$ cat src/rtl/ram_port_arbiter.sv
// Two-port arbiter for the single data-RAM port: picks a winner, runs one RAM access cycle,
// and for reads returns the RAM data to the winning port with a one-cycle valid pulse.
module ram_port_arbiter #(
   parameter int unsigned ADDR_W = 8,
   parameter int unsigned DATA_W = 8,
   parameter bit          RR     = 1'b1
) (
   input  logic              clk,
   input  logic              rst,
   input  logic              req0,
   input  logic              we0,
   input  logic [ADDR_W-1:0] addr0,
   input  logic [DATA_W-1:0] wdata0,
   output logic              gnt0,
   output logic              rvalid0,
   output logic [DATA_W-1:0] rdata0,
   input  logic              req1,
   input  logic              we1,
   input  logic [ADDR_W-1:0] addr1,
   input  logic [DATA_W-1:0] wdata1,
   output logic              gnt1,
   output logic              rvalid1,
   output logic [DATA_W-1:0] rdata1,
   output logic              ram_ena,
   output logic              ram_read,
   output logic              ram_write,
   output logic [ADDR_W-1:0] ram_addr,
   output logic [DATA_W-1:0] ram_wdata,
   input  logic [DATA_W-1:0] ram_rdata,
   output logic              busy,
   output logic              owner
);

   typedef enum logic [1:0] {StIdle, StAcc, StResp} state_e;

   state_e              state_q, state_d;
   logic                last_q, last_d;
   logic                owner_q, owner_d;
   logic                gnt0_q, gnt0_d, gnt1_q, gnt1_d;
   logic                rvalid0_q, rvalid0_d, rvalid1_q, rvalid1_d;
   logic [DATA_W-1:0]   rdata0_q, rdata0_d, rdata1_q, rdata1_d;
   logic                ram_ena_q, ram_ena_d;
   logic                ram_read_q, ram_read_d;
   logic                ram_write_q, ram_write_d;
   logic [ADDR_W-1:0]   ram_addr_q, ram_addr_d;
   logic [DATA_W-1:0]   ram_wdata_q, ram_wdata_d;
   logic                busy_q, busy_d;
   logic                win;

   // Under contention round-robin favours the port not granted last.
   always_comb begin
      if (req0 && req1) begin
         win = RR ? ~last_q : 1'b0;
      end else begin
         win = req1;
      end
   end

   always_comb begin
      state_d     = state_q;
      last_d      = last_q;
      owner_d     = owner_q;
      gnt0_d      = 1'b0;
      gnt1_d      = 1'b0;
      rvalid0_d   = 1'b0;
      rvalid1_d   = 1'b0;
      rdata0_d    = rdata0_q;
      rdata1_d    = rdata1_q;
      ram_ena_d   = 1'b0;
      ram_read_d  = 1'b0;
      ram_write_d = 1'b0;
      ram_addr_d  = ram_addr_q;
      ram_wdata_d = ram_wdata_q;
      busy_d      = 1'b0;
      unique case (state_q)
         StIdle: begin
            if (req0 || req1) begin
               state_d     = StAcc;
               last_d      = win;
               owner_d     = win;
               gnt0_d      = ~win;
               gnt1_d      = win;
               ram_ena_d   = 1'b1;
               ram_write_d = win ? we1 : we0;
               ram_read_d  = win ? ~we1 : ~we0;
               ram_addr_d  = win ? addr1 : addr0;
               ram_wdata_d = win ? wdata1 : wdata0;
               busy_d      = 1'b1;
            end
         end
         StAcc: begin
            // ram_write_q holds the latched command for the access in flight.
            state_d = ram_write_q ? StIdle : StResp;
            busy_d  = ~ram_write_q;
         end
         StResp: begin
            state_d = StIdle;
            if (owner_q) begin
               rvalid1_d = 1'b1;
               rdata1_d  = ram_rdata;
            end else begin
               rvalid0_d = 1'b1;
               rdata0_d  = ram_rdata;
            end
         end
         default: state_d = StIdle;
      endcase
   end

   always_ff @(posedge clk) begin
      if (rst) begin
         state_q     <= StIdle;
         last_q      <= 1'b1;
         owner_q     <= 1'b0;
         gnt0_q      <= 1'b0;
         gnt1_q      <= 1'b0;
         rvalid0_q   <= 1'b0;
         rvalid1_q   <= 1'b0;
         rdata0_q    <= '0;
         rdata1_q    <= '0;
         ram_ena_q   <= 1'b0;
         ram_read_q  <= 1'b0;
         ram_write_q <= 1'b0;
         ram_addr_q  <= '0;
         ram_wdata_q <= '0;
         busy_q      <= 1'b0;
      end else begin
         state_q     <= state_d;
         last_q      <= last_d;
         owner_q     <= owner_d;
         gnt0_q      <= gnt0_d;
         gnt1_q      <= gnt1_d;
         rvalid0_q   <= rvalid0_d;
         rvalid1_q   <= rvalid1_d;
         rdata0_q    <= rdata0_d;
         rdata1_q    <= rdata1_d;
         ram_ena_q   <= ram_ena_d;
         ram_read_q  <= ram_read_d;
         ram_write_q <= ram_write_d;
         ram_addr_q  <= ram_addr_d;
         ram_wdata_q <= ram_wdata_d;
         busy_q      <= busy_d;
      end
   end

   assign gnt0      = gnt0_q;
   assign gnt1      = gnt1_q;
   assign rvalid0   = rvalid0_q;
   assign rvalid1   = rvalid1_q;
   assign rdata0    = rdata0_q;
   assign rdata1    = rdata1_q;
   assign ram_ena   = ram_ena_q;
   assign ram_read  = ram_read_q;
   assign ram_write = ram_write_q;
   assign ram_addr  = ram_addr_q;
   assign ram_wdata = ram_wdata_q;
   assign busy      = busy_q;
   assign owner     = owner_q;

endmodule

$ cat config.mk
export PLATFORM = sky130hd
export DESIGN_NAME = ram_port_arbiter
export DESIGN_NICKNAME = d
export VERILOG_FILES = /design/src/rtl/ram_port_arbiter.sv
export SDC_FILE = /design/constraint.sdc
export NUM_CORES = 1
export LEC_CHECK = 0
export CORE_MARGIN = 4
export CORE_UTILIZATION = 42
export DETAILED_ROUTE_END_ITERATION = 7
export PLACE_DENSITY = 0.83
export SLEW_MARGIN = 20
export SYNTH_ARGS = -nofsm -noshare
export SYNTH_HDL_FRONTEND = slang
export SYNTH_SLANG_ARGS = --single-unit
$ cat constraint.sdc
create_clock -name clk -period 2.32 [get_ports clk]
set_input_delay 0.464 -clock clk [delete_from_list [all_inputs] [get_ports clk]]
set_output_delay 0.464 -clock clk [all_outputs]
set_load 0.005 [all_outputs]
[Word-level counts from Yosys, hierarchy flattened]
Cells that the tools add are included.
Storage, ports and cells
  logic and storage cells: 48
  output and inout port bits: 41
  input bits: 46
  bits in registers: 44
Cells by class
  mux-type cells: 12
  equal/unequal tests: 3
  bitwise logic cells: 9
  reductions and logical operators: 9
Operators with widths (number)
  two-way mux 8 bit: 2
  inverter 1 bit: 9
  two-way mux 1 bit: 6
  AND reduction 2 bit: 3
  two-way mux 2 bit: 2
  case mux 2 bit (2 select lines): 1
  OR reduction 2 bit: 2
  OR reduction 3 bit: 1
  equality test 2 x 1 -> 1 bit, second input constant: 1
  equality test 2 bit, second input constant: 1
  logical NOT 2 bit: 1
  != test 2 bit, second input constant: 1
  case mux 1 bit (2 select lines): 1
  logical AND 1 bit: 1
  logical OR 1 bit: 1

[Logic depth before layout (Yosys ltp)]
Gate-level depths: netlist of run 1.
  depth after elaboration: 3
  mapped depth: 5
  gate-level depth less buffers: 4

[Worst setup path after synthesis of run 1]
OpenSTA, ideal clock, no wires.
  path kind: input-to-reg
  start: in req1
  end: reg busy_q (netlist: busy)
  slack: 1.083 ns
  data required time: 2.197 ns
  stages: 4
  arrival time: 1.114 ns
  path through: nor2_1 or3_4 clkinv_2 or2_2
Between the ends
  longest elaborated chain between the ends: 3
RTL lines
  start: declaration: line 17  | input logic req1,
  logical OR 1 bit: line 77  | if (req0 || req1) begin
  two-way mux 1 bit: line 77
  case mux 1 bit (2 select lines): line 75  | unique case (state_q)
  end signal: assignment: line 142  | busy_q <= busy_d;
  end: declaration: line 47  | logic busy_q, busy_d;
Every way passes these cells.
A chain may end at the register's enable or synchronous reset.

[Worst setup path in the final report of run 1]
  start: in req0
  end: reg ram_wdata_q[4] (netlist: ram_wdata[4])
Between the ends
  longest elaborated chain between the ends: 3
  elaborated cells between the ends (all ways): 5
  those cells by class: 2 x mux; 3 x reduce/logical
RTL lines
  start: declaration: line 10  | input logic req0,
  logical AND 1 bit: line 52  | if (req0 && req1) begin
  two-way mux 1 bit: line 52
  two-way mux 8 bit: line 87  | ram_wdata_d = win ? wdata1 : wdata0;
  end signal: assignment: line 141  | ram_wdata_q <= ram_wdata_d;
  end: declaration: line 46  | logic [DATA_W-1:0] ram_wdata_q, ram_wdata_d;
Parallel ways exist; a longest one is shown, timed or not.

==> results of run 1 <==
final timing paths:
| check | start | end | slack [ns] |
|---|---|---|---|
| min reg2reg | ram_write | state_q[1] | 0.46 |
| max reg2reg | state_q[1] | last_q | 0.75 |
| max | req0 | ram_wdata[4] | 0.53 |
| min | ram_write | state_q[1] | 0.46 |
flip-flops by register name, indices dropped and copies added, names as in the netlist, 2 cells and up:
signal	cells
state_q	2
rdata1	8
rdata0	8
ram_addr	8
ram_wdata	8
cell families after synthesis:
| family | share of synthesized area, % |
|---|---|
| buffers and inverters | 6.998 |
| DFF | 50.79 |
| muxes | 9.812 |
| and+or+nand+nor | 16.88 |
| AOI/OAI and AO/OA | 15.51 |
per-layer routing:
| layer | share of wire, % | up-vias | routed length [um] |
|---|---|---|---|
| met4 | 1.9 | 0 | 84 |
| met2 | 52 | 45 | 2382 |
| met1 | 41 | 715 | 1840 |
| li1 | - | 794 | - |
| met3 | 5.1 | 8 | 232 |
| met5 | 0 | - | 0 |
cell usage after synthesis:
cell      instances
clkinv_2          1
a21boi_4          1
nand2_1          34
nor2b_1           2
a21bo_1           1
mux2i_1          17
a21oi_1          17
buf_4             1
or2_2             1
buf_1             1
dfxtp_1          44
or2_1             2
and2_1            1
buf_2             2
nor2_2            2
buf_8             1
nand3b_1          1
a311oi_1         16
o21ai_0           1
nor3b_1           1
buf_12            1
nor3_1            1
clkbuf_1          3
nor4b_1           1
or3_4             1
nor2_1           20
buf_6             4
a221o_1           1
inv_1             1
area by class of cell:
type,instances,area share [%]
Clock buffer,5,2.533
Timing Repair Buffer,91,33.07
Sequential cell,44,32.43
Inverter,2,0.3224
Clock inverter,2,2.211
Tap cell,50,2.303
Multi-Input combinational cell,121,27.13
power groups by stage:
stage | combinational, mW | sequential (mW) | clock [mW]
after floorplan | 0.156 | 0.859 | 0
after global routing | 0.382 | 0.847 | 0.706
after CTS | 0.355 | 0.841 | 0.690
final | 0.352 | 0.840 | 0.674
after detailed placement | 0.354 | 0.857 | 0
after global placement | 0.351 | 0.855 | 0
metrics by stage:
step | cells | power, mW | hold WS, ns | utilization, %
after CTS | 315 | 1.886 | 0.4635 | 67.91
after floorplan | 180 | 1.015 | 0.4297 | -
final | 315 | 1.866 | 0.4619 | 67.91
after global routing | 315 | 1.935 | 0.4939 | 67.91
after detailed placement | 308 | 1.211 | 0.4518 | 64.69
after global placement | 308 | 1.206 | 0.4435 | 64.69
==> out/results.ini, run 1 <==
[setup_path]
endpoint_kind = flop
worst_setup_path_start_kind = input port
path_max_fanout = 16
cp_slowest_cell = clkdlybuf4s50_1
arrival_ns = 1.92
path_depth = 4
crit_buf_inv = 1
critPathKind = in2reg
cp.required_ns = 2.45
max_stage_delay_ns = 0.60
cp_top_family = simple AND/OR/NAND/NOR gates
crit_chain = clkdlybuf4s50_1 -> nor2_1 -> nor2_2 -> a311oi_1
reg2regPathDepth = 3

[sta]
worstMarginPinSlew_ns = 0.7796
layout_worst_path_cycle_share_pct = 77.14
fin_setup_tns_ns = 0
setup_viol = 0
fmax_ghz = 0.5587
rsz0062_at_grt = no
setup_slack_ns = 0.5303
finClkSkew_ns = 0.003841
slew_viol_final = 0
period_needed_ns = 1.790
slew_headroom_pct = 47.97
final_hold_viol_count = 0

[final_layout]
nets = 311
seqCellArea_um2 = 880.8
fin_area_um2 = 2716
drive_gt1_share_pct = 7.170
most-common-layout-cells = clkdlybuf4s50_1, dfxtp_1, nand2_1
fillers = 328
n_antenna_cell = 0
synthToLayoutAreaGrowth_pct = 56.64
final_common_cell = clkdlybuf4s50_1
multi_input_area_um2 = 737.0

[global_route]
grt_usage_pct = 17.88
grt_overflow_total = 0
grt_pass1_wl_um = 7134
met3_usage_pct = 4.017
antenna_found_initial = 0
grt_pass1_vias = 1506
use_met1_pct = 20.76
use_met2_pct = 30.74
top_usage_layer = met2
grt_max_degree = 21

[placement]
dp_hpwl_um = 3290
gp_congestion = 0.7643
dpl-instance-area_um2 = 2587
dp_slack_ns = 0.2163
port_buffers = 86

[cts]
cts_setup_buffers = 0
clkTransAtPathRegs_ns = 0.08
htreeDepth = 2
root_buffer = clkbuf_8
cts.sinks = 44
insertion_delay_ns = 0.29
cts_buffers = 5
cts_tree = yes
clock_path_buffers = 2
cts_hold_buf = 0
cts_resized = 0

[power]
p_clk_share_pct = 36.1
internal_power_mw = 1.445
power_density_nw_per_um2 = 687.1
p_sw_mw = 0.4216
power_leakage_nw = 1.088
seqPwrFrac_pct = 45.0
power_frac_comb_pct = 18.9
ir_worst_vdd_v = 0.0003739
swShare_pct = 22.59

[detailed_routing]
ant_nets = 0
drc_errors = 0
dr_total_vias = 1562
drt-total-wl_um = 4540
viasPerCell = 4.959
drt_iter0_drc = 96
first_pass_iters = 4
avgRoutedWirePerCell_um = 14.41

[synthesis]
synth_seq_cells = 44
synth_fp_nets = 226
avgSynthCellArea_um2 = 9.634
ys_seq_area_share_pct = 50.79
ys_types = 29
synthCells = 180
yosysTopAreaCellShare_pct = 50.79
synth_warnings = 0
synth_area_um2 = 1734
synth.top_cells.by_area = dfxtp_1, mux2i_1, a311oi_1
synth_top_area_cell = dfxtp_1

[floorplanning]
die-height_um = 72.26
std_cell_rows = 23
coreArea_um2 = 4000
die_area_um2 = 5221
io_pins = 87
start_util_pct = 43.35
die_x_um = 72.26

[run]
max-cap-violations = 0

[hold_path]
min_path_cells = 1
hp-class = reg2reg

[status]
status = completed

(Power assumes the default switching activity.)
==> inputs of run 2 (changes only) <==
--- a/config.mk
+++ b/config.mk
@@ -6,9 +6,9 @@
 export NUM_CORES = 1
 export LEC_CHECK = 0
 export CORE_MARGIN = 4
-export CORE_UTILIZATION = 42
+export CORE_UTILIZATION = 39
 export DETAILED_ROUTE_END_ITERATION = 7
-export PLACE_DENSITY = 0.83
+export PLACE_DENSITY = 0.78
 export SLEW_MARGIN = 20
 export SYNTH_ARGS = -nofsm -noshare
 export SYNTH_HDL_FRONTEND = slang
==> constraint.sdc (replaced) <==
create_clock -name clk -period 1.8 [get_ports clk]
set_input_delay 0.36 -clock clk [delete_from_list [all_inputs] [get_ports clk]]
set_output_delay 0.36 -clock clk [all_outputs]
set_load 0.005 [all_outputs]
==> run 2 against run 1 <==
Against the previous run:
- sequential share of layout area fell by 0.35 points
- count of clock-buffer cells in the layout is 2 higher
- critical path depth stayed put
- clock skew rose by 0.0052 ns
- combinational power increased by 35%
- clock power decreased by 7.1%
- power up 17%
- worst setup slack worse by 0.33 ns
- non-clock buffer count increased by 6
- first-iteration DRC count decreased by 17%
- via count rose by 0.90%
- critical path type unchanged
- highest routed layer unchanged
==> out/results.ini, run 2 (same netlist as run 1, synthesis figures left out) <==
[placement]
port_buffers = 86  ; unchanged
gp_congestion = 0.7209  ; was 0.7643
dpl-instance-area_um2 = 2653  ; was 2587 um2
dp_hpwl_um = 3425  ; was 3290 um

[setup_path]
critPathKind = in2reg  ; unchanged
path_max_fanout = 16  ; unchanged
ff2ff_setup_slack_ns = 0.27  ; was 0.75 ns
max_stage_delay_ns = 0.53  ; was 0.60 ns
cp_slowest_cell = clkdlybuf4s50_1  ; unchanged
crit_buf_inv = 1  ; unchanged
endpoint_kind = flop  ; unchanged
cp_top_family = simple AND/OR/NAND/NOR gates  ; unchanged
reg2regPathDepth = 3  ; unchanged
worst_setup_path_start_kind = input port  ; unchanged
regToRegStartpoint = state_q[1]  ; unchanged
cp.required_ns = 1.93  ; was 2.45 ns
crit_chain = clkdlybuf4s50_1 -> nor2_1 -> nor2_2 -> a311oi_1  ; unchanged
r2r_end = ram_addr[3]  ; was last_q
arrival_ns = 1.73  ; was 1.92 ns

[sta]
slew_viol_final = 0  ; unchanged
setup_viol = 0  ; unchanged
period_needed_ns = 1.602
finClkSkew_ns = 0.009079  ; was 0.003841 ns
layout_worst_path_cycle_share_pct = 88.97
rsz0062_at_grt = no  ; unchanged
slew_headroom_pct = 56.60  ; was 47.97%
final_hold_viol_count = 0  ; unchanged
worstMarginPinSlew_ns = 0.6503  ; was 0.7796 ns
fmax_ghz = 0.6244

[floorplanning]
start_util_pct = 41.85  ; was 43.35%
die_x_um = 74.68  ; was 72.26 um
std_cell_rows = 23  ; unchanged
die_area_um2 = 5577  ; was 5221 um2
coreArea_um2 = 4144  ; was 4000 um2
die-height_um = 74.68  ; was 72.26 um
io_pins = 87  ; unchanged

[status]
status = completed  ; unchanged

[final_layout]
n_antenna_cell = 0  ; unchanged
drive_gt1_share_pct = 8.824  ; was 7.170%
final_common_cell = clkdlybuf4s50_1  ; unchanged
fillers = 363  ; was 328
fin_area_um2 = 2746  ; was 2716 um2
most-common-layout-cells = clkdlybuf4s50_1, dfxtp_1, nand2_1  ; unchanged
finish.utilization_pct = 66.27  ; was 67.91%
nets = 317  ; was 311
synthToLayoutAreaGrowth_pct = 58.37  ; was 56.64%

[global_route]
grt_overflow_total = 0  ; unchanged
antenna_found_initial = 0  ; unchanged
grt_max_degree = 30  ; was 21
grt_pass1_wl_um = 7107  ; was 7134 um
grt_usage_pct = 16.83  ; was 17.88%
grt_pass1_vias = 1600  ; was 1506

[hold_path]
min_path_cells = 1  ; unchanged
holdCritStartpoint = ram_write  ; unchanged
hold_end = state_q[1]  ; unchanged
hp-class = reg2reg  ; unchanged

[detailed_routing]
dr_total_vias = 1576  ; was 1562
first_pass_iters = 4  ; unchanged
drt_iter0_drc = 80  ; was 96
ant_nets = 0  ; unchanged
drc_errors = 0  ; unchanged
viasPerCell = 4.894  ; was 4.959
drt-total-wl_um = 4490  ; was 4540 um
avgRoutedWirePerCell_um = 13.94  ; was 14.41 um

[cts]
cts_hold_buf = 0  ; unchanged
htreeDepth = 2  ; unchanged
insertion_delay_ns = 0.29  ; about the same
cts_resized = 0  ; unchanged
clock_path_buffers = 2  ; unchanged
cts_tree = yes  ; unchanged
cts.sinks = 44  ; unchanged
cts_buffers = 5  ; unchanged
clkTransAtPathRegs_ns = 0.08  ; about the same
cts_setup_buffers = 0  ; unchanged
root_buffer = clkbuf_8  ; unchanged

[power]
ir_worst_vdd_v = 0.0004064  ; was 0.0003739 V
power_leakage_nw = 1.103  ; was 1.088 nW
power_density_nw_per_um2 = 794.9  ; was 687.1 nW/um2

[run]
max-cap-violations = 0  ; unchanged

[run 2: cell types whose count changed in the layout (fill, tap and decap cells not counted)]
cell        previous run  this run
buf_12                 0         2
buf_4                  5         9
bufinv_16              2         0
clkbuf_1               0         1
clkbuf_8               5         6
clkinvlp_4             0         1
nor3b_1                0         1
nor3b_2                1         0
[run 2: metal layers]
layer / part of all wire, % / global-route usage, % / up-vias
met5: 0 / 0 / -
met3: 8.4 / 6.809 / 2
met2: 50 / 29.56 / 60
met1: 40 / 18.81 / 709
li1: - / - / 805
met4: 0.71 / 4.743 / 0
[run 2: layout make-up]
class | instances | area (um2) | share of cell area [%]
clock buffers | 7 | 86.33 | 3.144
clock inverters | 1 | 7.507 | 0.2733
inverters | 2 | 8.758 | 0.3189
multi-input cells | 121 | 732.0 | 26.65
flip-flops and latches | 44 | 880.8 | 32.07
well taps | 50 | 62.56 | 2.278
repair buffers | 97 | 968.4 | 35.26
[run 2: stage by stage]
stage / std cells / hold slack (ns) / setup TNS, ns / setup slack, ns / power (mW)
after detailed placement: 314 / 0.4340 / -1.653 / -0.1336 / 1.585
final: 322 / 0.4481 / 0 / 0.1985 / 2.183
after global routing: 322 / 0.4819 / 0 / 0.08732 / 2.303
after floorplan: 180 / 0.4297 / 0 / 0.6325 / 1.309
after CTS: 322 / 0.4495 / 0 / 0.1772 / 2.215
after global placement: 314 / 0.4375 / -1.231 / -0.08003 / 1.576
[run 2: power by group]
group | internal, mW | switching (mW) | leakage, nW
logic | 0.292 | 0.182 | 0.698
clock network | 0.312 | 0.315 | 0.0445
registers | 1.04 | 0.0385 | 0.361
[run 2: worst max-delay path by stage]
stage / from / to / slack, ns / cells past startpoint
floorplan: state_q[1] / ram_addr[0] / 0.63 / 4
global placement: req1 / ram_wdata[0] / -0.08 / 4
detailed placement: req1 / ram_addr[3] / -0.13 / 4
CTS: req1 / ram_addr[3] / 0.18 / 4
global route: req1 / ram_wdata[3] / 0.09 / 4
finish: req1 / ram_addr[3] / 0.20 / 4
==> inputs of run 3 (changes only) <==
--- a/config.mk
+++ b/config.mk
@@ -8,6 +8,7 @@
 export CORE_MARGIN = 4
 export CORE_UTILIZATION = 39
 export DETAILED_ROUTE_END_ITERATION = 7
+export GPL_TIMING_DRIVEN = 0
 export PLACE_DENSITY = 0.78
 export SLEW_MARGIN = 20
 export SYNTH_ARGS = -nofsm -noshare
==> run 3 against run 2 <==
Against the previous run:
- register-to-register slack improved by 0.10 ns
- wire length is 4.5% higher
- worst setup slack lost 0.041 ns
- flip-flop and latch count is the same
- first-iteration DRC count is 5.0% lower
- largest cell class unchanged
==> out/results.ini, run 3 (same netlist as run 1, synthesis figures left out) <==
[detailed_routing]
ant_nets = 0  ; unchanged
first_pass_iters = 4  ; unchanged
drt_iter0_drc = 76  ; was 80
viasPerCell = 4.988  ; was 4.894
avgRoutedWirePerCell_um = 14.48  ; was 13.94 um
drc_errors = 0  ; unchanged
dr_total_vias = 1616  ; was 1576
drt-total-wl_um = 4692  ; was 4490 um

[setup_path]
path_max_fanout = 10  ; was 16
reg2regPathDepth = 4  ; was 3
worst_setup_path_start_kind = input port  ; unchanged
arrival_ns = 1.81  ; was 1.73 ns
r2r_end = ram_wdata[6]  ; was ram_addr[3]
crit_path_end = ram_wdata[6]  ; was ram_addr[3]
startpoint = rst  ; was req1
critPathKind = in2reg  ; unchanged
cp.required_ns = 1.97  ; was 1.93 ns
regToRegStartpoint = state_q[1]  ; unchanged
endpoint_kind = flop  ; unchanged
ff2ff_setup_slack_ns = 0.37  ; was 0.27 ns

[global_route]
grt_max_degree = 15  ; was 30
grt_usage_pct = 17.18  ; was 16.83%
use_met1_pct = 20.02  ; was 18.81%
grt_pass1_wl_um = 7134  ; was 7107 um
top_usage_layer = met2  ; unchanged
grt_pass1_vias = 1527  ; was 1600
met3_usage_pct = 6.943  ; was 6.809%
grt_overflow_total = 0  ; unchanged
antenna_found_initial = 0  ; unchanged
use_met2_pct = 28.10  ; was 29.56%

[floorplanning]
die_x_um = 74.68  ; unchanged
die_area_um2 = 5577  ; unchanged
die-height_um = 74.68  ; unchanged
start_util_pct = 41.85  ; unchanged
io_pins = 87  ; unchanged
std_cell_rows = 23  ; unchanged
coreArea_um2 = 4144  ; unchanged

[placement]
port_buffers = 86  ; unchanged
gp_congestion = 0.7352  ; was 0.7209
dp_hpwl_um = 3515  ; was 3425 um

[final_layout]
most-common-layout-cells = clkdlybuf4s50_1, dfxtp_1, nand2_1  ; unchanged
drive_gt1_share_pct = 8.394  ; was 8.824%
synthToLayoutAreaGrowth_pct = 59.67  ; was 58.37%
finish.utilization_pct = 66.82  ; was 66.27%
final_common_cell = clkdlybuf4s50_1  ; unchanged
nets = 319  ; was 317
n_antenna_cell = 0  ; unchanged

[sta]
fmax_ghz = 0.6090  ; was 0.6244 GHz
slew_headroom_pct = 67.37  ; was 56.60%
rsz0062_at_grt = no  ; unchanged
slew_viol_final = 0  ; unchanged
setup_viol = 0  ; unchanged
final_hold_viol_count = 0  ; unchanged
worstMarginPinSlew_ns = 0.4895  ; was 0.6503 ns
finClkSkew_ns = 0.005527  ; was 0.009079 ns
period_needed_ns = 1.642  ; was 1.602 ns
layout_worst_path_cycle_share_pct = 91.23  ; was 88.97%

[cts]
cts_buffers = 5  ; unchanged
clock_path_buffers = 2  ; unchanged
clkTransAtPathRegs_ns = 0.08  ; about the same
cts.sinks = 44  ; unchanged
cts_tree = yes  ; unchanged
cts_resized = 0  ; unchanged
insertion_delay_ns = 0.30  ; was 0.29 ns
htreeDepth = 2  ; unchanged
root_buffer = clkbuf_8  ; unchanged
cts_setup_buffers = 0  ; unchanged
cts_hold_buf = 0  ; unchanged

[power]
power_density_nw_per_um2 = 834.7  ; was 794.9 nW/um2
ir_worst_vdd_v = 0.0005139  ; was 0.0004064 V
p_total_mw = 2.311  ; was 2.183 mW
power_leakage_nw = 1.110  ; was 1.103 nW

[run]
max-cap-violations = 0  ; unchanged

[status]
status = completed  ; unchanged

[hold_path]
hp-class = reg2reg  ; unchanged

## run 3: cell count changes in the layout (fill, tap and decap cells not counted)
cell       delta
buf_8         +1
buf_12        -1
clkbuf_1      +2
buf_6         +4
clkinv_2      +1
clkbuf_8      -1
buf_4         -8
bufinv_16     +1
buf_2         +2
buf_1         +1
## run 3: stage by stage
| stage | hold slack, ns | instance area, um2 | TNS, ns | instances | setup WS (ns) |
|---|---|---|---|---|---|
| 2_1_floorplan | 0.4297 | 1734 | 0 | 180 | 0.6325 |
| 3_3_place_gp | 0.4281 | 2658 | -4.028 | 316 | -0.1555 |
| 3_5_place_dp | 0.4286 | 2658 | -4.613 | 316 | -0.1848 |
| 4_1_cts | 0.4437 | 2769 | 0 | 324 | 0.1214 |
| 5_1_grt | 0.4545 | 2769 | 0 | 324 | 0.03905 |
| 6_report | 0.4397 | 2769 | 0 | 324 | 0.1578 |
## run 3: worst min path at each step
stage          slack [ns]  startpoint         end  cells past startpoint
6_report             0.44   ram_write  state_q[1]                      1
2_1_floorplan        0.43   ram_write  state_q[1]                      1
3_5_place_dp         0.43   ram_write  state_q[1]                      1
3_3_place_gp         0.43   ram_write  state_q[1]                      1
4_1_cts              0.44   ram_write  state_q[1]                      1
5_1_grt              0.45   ram_write  state_q[1]                      1
## run 3: layer usage
layer	part of all wire, %	routed length (um)
met1	41	1925
met2	48	2269
met3	8.4	393
met4	2.2	103
met5	0	0
## run 3: final cells by class
type                    count  area, um2
multi-input cells         121      732.0
clock buffers               5      68.82
repair buffers             86      860.8
fillers                   365       1375
inverters                   2      8.758
well taps                  50      62.56
flip-flops and latches     44      880.8
clock inverters             3      42.54
plain buffers              13      112.6
## run 3: critical path, cell delays in order
cell and delay, ns:
clkdlybuf4s50_1 0.51, clkbuf_1 0.41, clkbuf_1 0.43, a311oi_1 0.10
## run 3: power by group
group / total (mW) / switching [mW] / internal, mW
sequential: 1.08 / 0.0381 / 1.04
clock: 0.747 / 0.337 / 0.410
combinational: 0.482 / 0.188 / 0.294
